## src/rtl/shared_adder_arbiter_if.sv

```systemverilog
// Request/response bundle for shared_adder_arbiter: NREQ packed operand lanes in,
// one registered sum/carry/id response out, plus the busy flag.
interface shared_adder_arbiter_if #(
   parameter int N    = 24,
   parameter int NREQ = 4
);
   localparam int IDW = (NREQ > 1) ? $clog2(NREQ) : 1;

   logic [NREQ-1:0]   req_valid;
   logic [NREQ-1:0]   req_ready;
   logic [NREQ*N-1:0] req_a;
   logic [NREQ*N-1:0] req_b;
   logic [NREQ-1:0]   rsp_valid;
   logic              rsp_ready;
   logic [N-1:0]      rsp_sum;
   logic              rsp_carry;
   logic [IDW-1:0]    rsp_id;
   logic              busy;

   modport slave (
      input  req_valid, req_a, req_b, rsp_ready,
      output req_ready, rsp_valid, rsp_sum, rsp_carry, rsp_id, busy
   );

   modport master (
      output req_valid, req_a, req_b, rsp_ready,
      input  req_ready, rsp_valid, rsp_sum, rsp_carry, rsp_id, busy
   );
endinterface

```

## src/rtl/shared_adder_arbiter.sv

```systemverilog
// Shares one RippleCarryAdder between NREQ clients with round-robin grant and a
// programmable settle delay. Define ADDER_ARB_FIXED_PRIO_EN for fixed priority.
module RippleCarryAdder #(
   parameter int n = 24
) (
   input  logic [n-1:0] a,
   input  logic [n-1:0] b,
   input  logic         cin,
   output logic [n-1:0] sum,
   output logic         cout
);
   always_comb begin
      logic carry;
      carry = cin;
      sum   = '0;
      for (int i = 0; i < n; i++) begin
         sum[i] = a[i] ^ b[i] ^ carry;
         carry  = (a[i] & b[i]) | (carry & (a[i] ^ b[i]));
      end
      cout = carry;
   end
endmodule

module shared_adder_arbiter #(
   parameter int N      = 24,
   parameter int NREQ   = 4,
   parameter int SETTLE = 2
) (
   input  logic                  clk,
   input  logic                  rst_n,
   shared_adder_arbiter_if.slave bus
);
   localparam int IDW = (NREQ > 1) ? $clog2(NREQ) : 1;
   localparam int CW  = (SETTLE > 1) ? $clog2(SETTLE) : 1;
   localparam logic [CW-1:0] CNT_LOAD = CW'(SETTLE - 1);

   typedef enum logic [1:0] {ST_IDLE, ST_SETTLE, ST_RESP} state_e;

   state_e          state_q, state_d;
   logic [CW-1:0]   cnt_q, cnt_d;
   logic [N-1:0]    op_a_q, op_a_d;
   logic [N-1:0]    op_b_q, op_b_d;
   logic [N-1:0]    rsp_sum_q, rsp_sum_d;
   logic            rsp_carry_q, rsp_carry_d;
   logic [IDW-1:0]  rsp_id_q, rsp_id_d;
   logic [NREQ-1:0] rsp_valid_q, rsp_valid_d;
   logic            busy_q, busy_d;

   logic [N-1:0]    add_sum;
   logic            add_cout;
   logic            found;
   logic [IDW-1:0]  winner;
   logic [NREQ-1:0] grant_oh;

   // The adder only ever sees the latched operands, so clients may change theirs freely.
   RippleCarryAdder #(.n(N)) u_adder (
      .a    (op_a_q),
      .b    (op_b_q),
      .cin  (1'b0),
      .sum  (add_sum),
      .cout (add_cout)
   );

`ifdef ADDER_ARB_FIXED_PRIO_EN
   always_comb begin
      found  = 1'b0;
      winner = '0;
      for (int k = NREQ - 1; k >= 0; k--) begin
         if (bus.req_valid[k]) begin
            found  = 1'b1;
            winner = IDW'(k);
         end
      end
   end
`else
   logic [IDW-1:0] last_grant_q, last_grant_d;

   // Scanned from the farthest offset down so the nearest requester after last_grant wins.
   always_comb begin
      logic [IDW-1:0] idx;
      found  = 1'b0;
      winner = '0;
      idx    = '0;
      for (int k = NREQ; k >= 1; k--) begin
         idx = IDW'((int'(last_grant_q) + k) % NREQ);
         if (bus.req_valid[idx]) begin
            found  = 1'b1;
            winner = idx;
         end
      end
      last_grant_d = (state_q == ST_IDLE && found) ? winner : last_grant_q;
   end

   always_ff @(posedge clk or negedge rst_n) begin
      if (!rst_n) last_grant_q <= IDW'(NREQ - 1);
      else        last_grant_q <= last_grant_d;
   end
`endif

   assign grant_oh = found ? (NREQ'(1) << winner) : '0;

   always_comb begin
      state_d     = state_q;
      cnt_d       = cnt_q;
      op_a_d      = op_a_q;
      op_b_d      = op_b_q;
      rsp_sum_d   = rsp_sum_q;
      rsp_carry_d = rsp_carry_q;
      rsp_id_d    = rsp_id_q;
      unique case (state_q)
         ST_IDLE: begin
            if (found) begin
               op_a_d   = bus.req_a[winner*N +: N];
               op_b_d   = bus.req_b[winner*N +: N];
               rsp_id_d = winner;
               cnt_d    = CNT_LOAD;
               state_d  = ST_SETTLE;
            end
         end
         ST_SETTLE: begin
            if (cnt_q == '0) begin
               rsp_sum_d   = add_sum;
               rsp_carry_d = add_cout;
               state_d     = ST_RESP;
            end else begin
               cnt_d = cnt_q - CW'(1);
            end
         end
         ST_RESP: begin
            if (bus.rsp_ready) state_d = ST_IDLE;
         end
         default: state_d = ST_IDLE;
      endcase
      busy_d      = (state_d != ST_IDLE);
      rsp_valid_d = (state_d == ST_RESP) ? (NREQ'(1) << rsp_id_d) : '0;
   end

   always_ff @(posedge clk or negedge rst_n) begin
      if (!rst_n) begin
         state_q     <= ST_IDLE;
         cnt_q       <= '0;
         op_a_q      <= '0;
         op_b_q      <= '0;
         rsp_sum_q   <= '0;
         rsp_carry_q <= 1'b0;
         rsp_id_q    <= '0;
         rsp_valid_q <= '0;
         busy_q      <= 1'b0;
      end else begin
         state_q     <= state_d;
         cnt_q       <= cnt_d;
         op_a_q      <= op_a_d;
         op_b_q      <= op_b_d;
         rsp_sum_q   <= rsp_sum_d;
         rsp_carry_q <= rsp_carry_d;
         rsp_id_q    <= rsp_id_d;
         rsp_valid_q <= rsp_valid_d;
         busy_q      <= busy_d;
      end
   end

   // Grant is combinational; it is forced low while reset is held.
   assign bus.req_ready = (state_q == ST_IDLE && rst_n) ? grant_oh : '0;
   assign bus.rsp_valid = rsp_valid_q;
   assign bus.rsp_sum   = rsp_sum_q;
   assign bus.rsp_carry = rsp_carry_q;
   assign bus.rsp_id    = rsp_id_q;
   assign bus.busy      = busy_q;
endmodule

```

## src/flat_wrapper.sv

```systemverilog
// flat-port wrapper written by rule: the top's interface ports become plain ports
module shared_adder_arbiter_flat 
#(
   parameter int N      = 24,
   parameter int NREQ   = 4,
   parameter int SETTLE = 2
)
  (clk, rst_n, bus_req_valid, bus_req_a, bus_req_b, bus_rsp_ready, bus_req_ready, bus_rsp_valid, bus_rsp_sum, bus_rsp_carry, bus_rsp_id, bus_busy);
  shared_adder_arbiter_if #(.N(N), .NREQ(NREQ)) bus_i ();
  input  logic clk;
  input  logic rst_n;
  input wire logic [$bits(bus_i.req_valid)-1:0] bus_req_valid;
  input wire logic [$bits(bus_i.req_a)-1:0] bus_req_a;
  input wire logic [$bits(bus_i.req_b)-1:0] bus_req_b;
  input wire logic [$bits(bus_i.rsp_ready)-1:0] bus_rsp_ready;
  output wire logic [$bits(bus_i.req_ready)-1:0] bus_req_ready;
  output wire logic [$bits(bus_i.rsp_valid)-1:0] bus_rsp_valid;
  output wire logic [$bits(bus_i.rsp_sum)-1:0] bus_rsp_sum;
  output wire logic [$bits(bus_i.rsp_carry)-1:0] bus_rsp_carry;
  output wire logic [$bits(bus_i.rsp_id)-1:0] bus_rsp_id;
  output wire logic [$bits(bus_i.busy)-1:0] bus_busy;
  assign bus_i.req_valid = bus_req_valid;
  assign bus_i.req_a = bus_req_a;
  assign bus_i.req_b = bus_req_b;
  assign bus_i.rsp_ready = bus_rsp_ready;
  assign bus_req_ready = bus_i.req_ready;
  assign bus_rsp_valid = bus_i.rsp_valid;
  assign bus_rsp_sum = bus_i.rsp_sum;
  assign bus_rsp_carry = bus_i.rsp_carry;
  assign bus_rsp_id = bus_i.rsp_id;
  assign bus_busy = bus_i.busy;
  shared_adder_arbiter #(.N(N), .NREQ(NREQ), .SETTLE(SETTLE)) u_core (.clk(clk), .rst_n(rst_n), .bus(bus_i));
endmodule
```

## config.mk

```make
export PLATFORM = sky130hd
export DESIGN_NAME = shared_adder_arbiter_flat
export DESIGN_NICKNAME = d
export VERILOG_FILES = /design/src/rtl/shared_adder_arbiter_if.sv /design/src/rtl/shared_adder_arbiter.sv /design/src/flat_wrapper.sv
export SDC_FILE = /design/constraint.sdc
export NUM_CORES = 1
export LEC_CHECK = 0
export CAP_MARGIN = 0
export CORE_UTILIZATION = 35
export DETAILED_ROUTE_END_ITERATION = 10
export GPL_TIMING_DRIVEN = 0
export HOLD_SLACK_MARGIN = 0.03
export PLACE_DENSITY = 0.65
export SYNTH_ARGS = -nofsm -noshare
export SYNTH_HDL_FRONTEND = slang
export SYNTH_HIERARCHICAL = 1
export SYNTH_SLANG_ARGS = --single-unit
export TNS_END_PERCENT = 50
```

## constraint.sdc

```tcl
create_clock -name clk -period 28.4 [get_ports clk]
set_input_delay 2.84 -clock clk [delete_from_list [all_inputs] [get_ports clk]]
set_output_delay 2.84 -clock clk [all_outputs]
set_load 0.02 [all_outputs]
```

==> results.yml, run 1 <==
status:
  status: "complete, no violations"
route:
  drt_iter0_markers: 198
  vias_per_cell: 5.14
  ant_nets: 0
  firstDrtPassIters: 4
  wl_um: 18200
  avgRoutedWirePerCell_um: 19.2
  via_count: 4870
  drc: 0
final_layout:
  fin_util: 0.539
  final_nets: 949
  area_growth_syn_to_layout_pct: 51.3
  antenna_cells: 0
  fillCellCount: 1395
  drive_gt1_frac: 0.196
  fin_area_mm2: 0.00853
  multi_input_area_mm2: 0.00319
  final_cells: 947
  regArea_mm2: 0.00213
min_path:
  hold_path_class: "register to register"
  whs_path_depth: 1
placement:
  dpl-instance-area_mm2: 0.00827
  dp_cells: 931
  dp_slack_ps: 17990
  dpl.hpwl_um: 14800
  gp_congestion: 0.820
  portBuffers: 234
floorplanning:
  dieArea_mm2: 0.0166
  die_y_um: 129
  coreArea_mm2: 0.0158
  die_x_um: 129
  num_rows: 46
  io_pins: 235
  initial_core_util: 0.356
global_route:
  grt_util_all_layers: 0.226
  antenna_found_initial: 0
  grt_pass1_vias: 5209
  grt_pass1_wl_um: 27700
  grt_max_degree: 50
  grt_overflow_total: 0
worst_setup_path:
  crit_top_cell: "fa_1"
  crit_cells: 29
  critPathLaunchType: "register"
  arrival_ps: 10700
  max_stage_delay_ps: 470
  critPathSlowestCell: "fa_1"
  end_kind: "register"
  crit_family: "adder cells"
  cp.required_ps: 28680
  rr_worst_depth: 29
  crit_path_max_fanout: 2
  path_class: "register to register"
  crit_buf_inv: 4
pwr:
  p_total_mw: 0.834
  powerDensity_mw_per_mm2: 97.8
  p_int_mw: 0.479
  cellLeakagePower_nw: 3.49
  p_sw_frac: 0.426
  ir_drop_v: 0.0000387
  pwr-share-comb: 0.598
  power_switching_mw: 0.356
  seqPwrFrac: 0.275
  pwr-share-clk: 0.127
yosys:
  synth_area_leader_cell: "dfrtp_1"
  syn_nets: 703
  async_flop_share: 1.00
  synth_warnings: 6
  synthTopCellsByCount: "dfrtp_1, nor2_1, and3_1"
  synth-edff-count: 0
  ys.flop_type: "dfrtp_1"
  synth.top_cell.area_share: 0.369
  syn_avg_cell_area_um2: 11.7
  netlist_area_mm2: 0.00564
  yosys.cell_types.count: 36
  synth_seq_area_share: 0.378
  synth_area_leaders: "dfrtp_1, a221oi_2, mux2i_1, fa_1, and3_1"
  synth_most_common_cell: "dfrtp_1"
  synth_cells: 480
  synth-seq-cells: 85
timing:
  hold_viol: 0
  tns_ps: 0
  finalClockSkew_ps: 7.82
  setup_ws_ps: 17980
  maxClockFrequency_mhz: 95.9
  slew_headroom: 0.455
  fin_crit_sh: 0.367
  setup-violations-final: 0
  min_period_ps: 10420
  rsz0062_at_grt: "no"
  slew_violations: 0
  worst_pin_slew_ps: 817
  holdWs_ps: 502
clock_tree:
  clk_latency_ps: 340
  clk_pin_slew_ps: 60
  numClockSinks: 85
  clockBufferDepth: 2
  holdBufCountCts: 0
  cts_tree: "yes"
  htreeDepth: 3
  cts_setup_buffers: 0
  postCtsResizedCells: 0
  cts_buffers: 9
  cts_root_buffer: "clkbuf_16"
run:
  max_cap_viol_count: 0
==> layer usage <==
metal  routed length, um  GRT usage  vias up
met5                   0          0        -
met4                 304     0.0740        0
met3                1000     0.0441       20
met2                9110      0.391      162
met1                7760      0.282     2394
li1                    -          -     2294
==> power by group through the flow <==
stage          sequential [mW]  clock, mW  combinational, mW
3_5_place_dp             0.233          0              0.501
4_1_cts                  0.231      0.109              0.505
5_1_grt                  0.239      0.114              0.549
2_1_floorplan            0.250          0              0.299
3_3_place_gp             0.230          0              0.484
6_report                 0.230      0.106              0.499
==> kinds of logic (layout without fill, tap and decap cells) <==
| group | count (synthesis) | in the layout | share of synthesized area |
|---|---|---|---|
| AOI/OAI and AO/OA | 104 | 104 | 0.218 |
| and+or+nand+nor | 135 | 135 | 0.125 |
| adders and majority gates | 24 | 24 | 0.0853 |
| buffers and inverters | 57 | 308 | 0.0562 |
| other | 1 | 1 | 0.000665 |
| DFF | 85 | 85 | 0.378 |
| muxes | 74 | 74 | 0.137 |
==> final timing paths <==
kind	start	endpoint	slack, ps
worst min-delay path	u_core/bus.rsp_sum[18]$_DFFE_PN0P_	u_core/bus.rsp_sum[18]$_DFFE_PN0P_	500
worst min register to register	u_core/bus.rsp_sum[18]$_DFFE_PN0P_	u_core/bus.rsp_sum[18]$_DFFE_PN0P_	500
worst max-delay path	u_core/op_a_q[0]$_DFFE_PN0P_	u_core/bus.rsp_sum[23]$_DFFE_PN0P_	17980
worst max register to register	u_core/op_a_q[0]$_DFFE_PN0P_	u_core/bus.rsp_sum[23]$_DFFE_PN0P_	17980
max in group asynchronous	rst_n	u_core/bus.rsp_sum[9]$_DFFE_PN0P_	25250
min in group asynchronous	rst_n	u_core/bus.rsp_sum[21]$_DFFE_PN0P_	2520
==> state kept, by name, summed over array words and instances, names as in the netlist <==
register,flops
u_core/bus.busy,1
u_core/bus.rsp_valid,4
u_core/bus.rsp_id,2
u_core/op_b_q,24
u_core/state_q,2
u_core/last_grant_q,2
u_core/op_a_q,24
u_core/bus.rsp_sum,24
u_core/cnt_q,1
u_core/bus.rsp_carry,1
==> cell type report <==
cell class / count / area share
repair buffers: 235 / 0.277
plain buffers: 45 / 0.0318
well taps: 216 / 0.0317
flip-flops and latches: 85 / 0.250
multi-input cells: 338 / 0.374
inverters: 12 / 0.00528
clock buffers: 11 / 0.0273
clock inverters: 5 / 0.00337
==> placed cells by master (no fill, tap or decap), types with 3 or more instances in the layout <==
master	count
and3_1	50
buf_4	3
mux2_2	25
clkbuf_16	9
a211oi_1	31
a221oi_2	48
nand2_1	5
dfrtp_1	83
clkdlybuf4s50_1	233
mux2i_1	49
clkbuf_1	19
a211oi_2	18
inv_1	12
nand2b_1	3
nor2_1	62
buf_6	10
fa_1	24
clkinv_2	4
buf_2	14
==> worst reg2reg max path, delay by kind of cell, from the launching register on <==
family,cells,cell delay [ps]
buffers and inverters,4,290
flip-flops,1,400
adder cells (fa/ha/maj),24,9530
multiplexers,1,130
(Power assumes the default switching activity.)
==> run 2, diff against run 1 <==
==> constraint.sdc (replaced) <==
create_clock -name clk -period 10.7 [get_ports clk]
set_input_delay 1.07 -clock clk [delete_from_list [all_inputs] [get_ports clk]]
set_output_delay 1.07 -clock clk [all_outputs]
set_load 0.02 [all_outputs]
==> run 2 against run 1 <==
Against the previous run:
- hold slack did not move
- critical path depth unchanged
- routed wire length about the same
- count of clock-buffer cells in the layout stayed put
- core utilization about the same
- die area unchanged
- register-to-register slack got worse by 18000 ps
- power rose to 2.7 times the previous value
- combinational power increased to 2.7 times the previous value
- non-clock buffer count did not move
- via count about the same
- highest routed layer unchanged
==> results.yml, run 2 (same netlist as run 1, synthesis figures left out) <==
placement:
  dpl.hpwl_um: 14800
  gp_congestion: 0.820
  portBuffers: 234
final_layout:
  area_growth_syn_to_layout_pct: 51.4
  final_common_cell: "clkdlybuf4s50_1"
  drive_gt1_frac: 0.197
  multi_input_area_mm2: 0.00319
  final_cell_mix: "clkdlybuf4s50_1, dfrtp_1, nor2_1"
  regArea_mm2: 0.00213
  antenna_cells: 0
  final_nets: 949
  fin_util: 0.539
  fillCellCount: 1395
worst_setup_path:
  crit_top_cell: "fa_1"
  cp.required_ps: 10980
  end_kind: "register"
  arrival_ps: 10650
  crit_path_max_fanout: 2
  r2r_slack_ps: 330
  max_stage_delay_ps: 470
  critPathSlowestCell: "fa_1"
  path_class: "register to register"
  critPathLaunchType: "register"
  reg2reg_to: "u_core/bus.rsp_sum[23]$_DFFE_PN0P_"
  rr_startpoint: "u_core/op_a_q[0]$_DFFE_PN0P_"
  rr_worst_depth: 29
min_path:
  whs_path_depth: 1
  min_from: "u_core/bus.rsp_sum[18]$_DFFE_PN0P_"
  min_delay_worst_endpoint: "u_core/bus.rsp_sum[18]$_DFFE_PN0P_"
  hold_path_class: "register to register"
timing:
  holdWs_ps: 502
  fin_crit_sh: 0.969
  tns_ps: 0
  hold_viol: 0
  slew_headroom: 0.455
  setup-violations-final: 0
  min_period_ps: 10370
  rsz0062_at_grt: "no"
  finalClockSkew_ps: 7.82
  worst_pin_slew_ps: 817
  maxClockFrequency_mhz: 96.5
  slew_violations: 0
clock_tree:
  clk_latency_ps: 340
  cts_root_buffer: "clkbuf_16"
  numClockSinks: 85
  clk_pin_slew_ps: 60
  cts_setup_buffers: 0
  cts_tree: "yes"
  clockBufferDepth: 2
  htreeDepth: 3
  cts_buffers: 9
status:
  status: "complete, no violations"
global_route:
  grt_util_all_layers: 0.226
  grt_max_degree: 50
  antenna_found_initial: 0
  grt_overflow_total: 0
  grt_pass1_vias: 5209
  grt_pass1_wl_um: 27700
floorplanning:
  die_y_um: 129
  initial_core_util: 0.356
  coreArea_mm2: 0.0158
  num_rows: 46
  dieArea_mm2: 0.0166
  die_x_um: 129
  io_pins: 235
pwr:
  powerDensity_mw_per_mm2: 260
  ir_drop_v: 0.000103
  cellLeakagePower_nw: 3.48
  p_total_mw: 2.22
route:
  drt_iter0_markers: 197
  via_count: 4871
  avgRoutedWirePerCell_um: 19.2
  firstDrtPassIters: 4
  drc: 0
  ant_nets: 0
  vias_per_cell: 5.14
  wl_um: 18200
run:
  max_cap_viol_count: 0
## run 2: cell types whose count changed in the layout (fill, tap and decap cells not counted)
| cell | change |
|---|---|
| fa_1 | -1 |
| fa_2 | +1 |
## run 2: cell type report
class | instances | share of cell area
multi-input combinational | 338 | 0.374
timing repair buffer | 235 | 0.277
sequential | 85 | 0.250
buffer | 45 | 0.0318
tap | 216 | 0.0317
clock buffer | 11 | 0.0273
inverter | 12 | 0.00528
clock inverter | 5 | 0.00337
## run 2: through the flow
stage                     std cells  setup slack [ps]  cell area (um^2)
after CTS                       947               222              8530
after global routing            947              45.7              8530
after global placement          930               427              8250
after floorplan                 480              1030              5640
after detailed placement        931               290              8270
final                           947               333              8530
## run 2: power breakdown
group	internal, mW	switching, mW	total [mW]	leakage (nW)
Clock	0.156	0.124	0.281	0.133
Sequential	0.493	0.116	0.610	0.963
Combinational	0.622	0.704	1.33	2.39
Total	1.27	0.945	2.22	3.48
## run 2: worst max-delay path by stage
stage / end / startpoint / slack [ps] / depth (start not counted)
6_report: u_core/bus.rsp_sum[23]$_DFFE_PN0P_ / u_core/op_a_q[0]$_DFFE_PN0P_ / 330 / 29
3_3_place_gp: u_core/bus.rsp_sum[23]$_DFFE_PN0P_ / u_core/op_a_q[0]$_DFFE_PN0P_ / 430 / 29
5_1_grt: u_core/bus.rsp_sum[23]$_DFFE_PN0P_ / u_core/op_a_q[0]$_DFFE_PN0P_ / 50 / 29
3_5_place_dp: u_core/bus.rsp_sum[23]$_DFFE_PN0P_ / u_core/op_a_q[0]$_DFFE_PN0P_ / 290 / 29
2_1_floorplan: u_core/bus.rsp_sum[23]$_DFFE_PN0P_ / u_core/op_a_q[0]$_DFFE_PN0P_ / 1030 / 29
4_1_cts: u_core/bus.rsp_sum[23]$_DFFE_PN0P_ / u_core/op_a_q[0]$_DFFE_PN0P_ / 220 / 29
## run 2: what timing repair did
action                                  CTS  global route
hold buffers                              0             0
gates resized for setup                   0             1
endpoints found under the setup margin    0             1
## run 2: per-layer routing
metal / vias up / share of wire / GRT usage
li1: 2294 / - / -
met1: 2395 / 0.43 / 0.282
met2: 162 / 0.50 / 0.391
met3: 20 / 0.055 / 0.0441
met4: 0 / 0.017 / 0.0740
met5: - / 0 / 0
## run 2: critical path: cells and delay by family, from the launching register on
family / cells / cell delay (ps)
adders and majority gates: 24 / 9450
buffers and inverters: 4 / 290
DFF: 1 / 400
muxes: 1 / 130
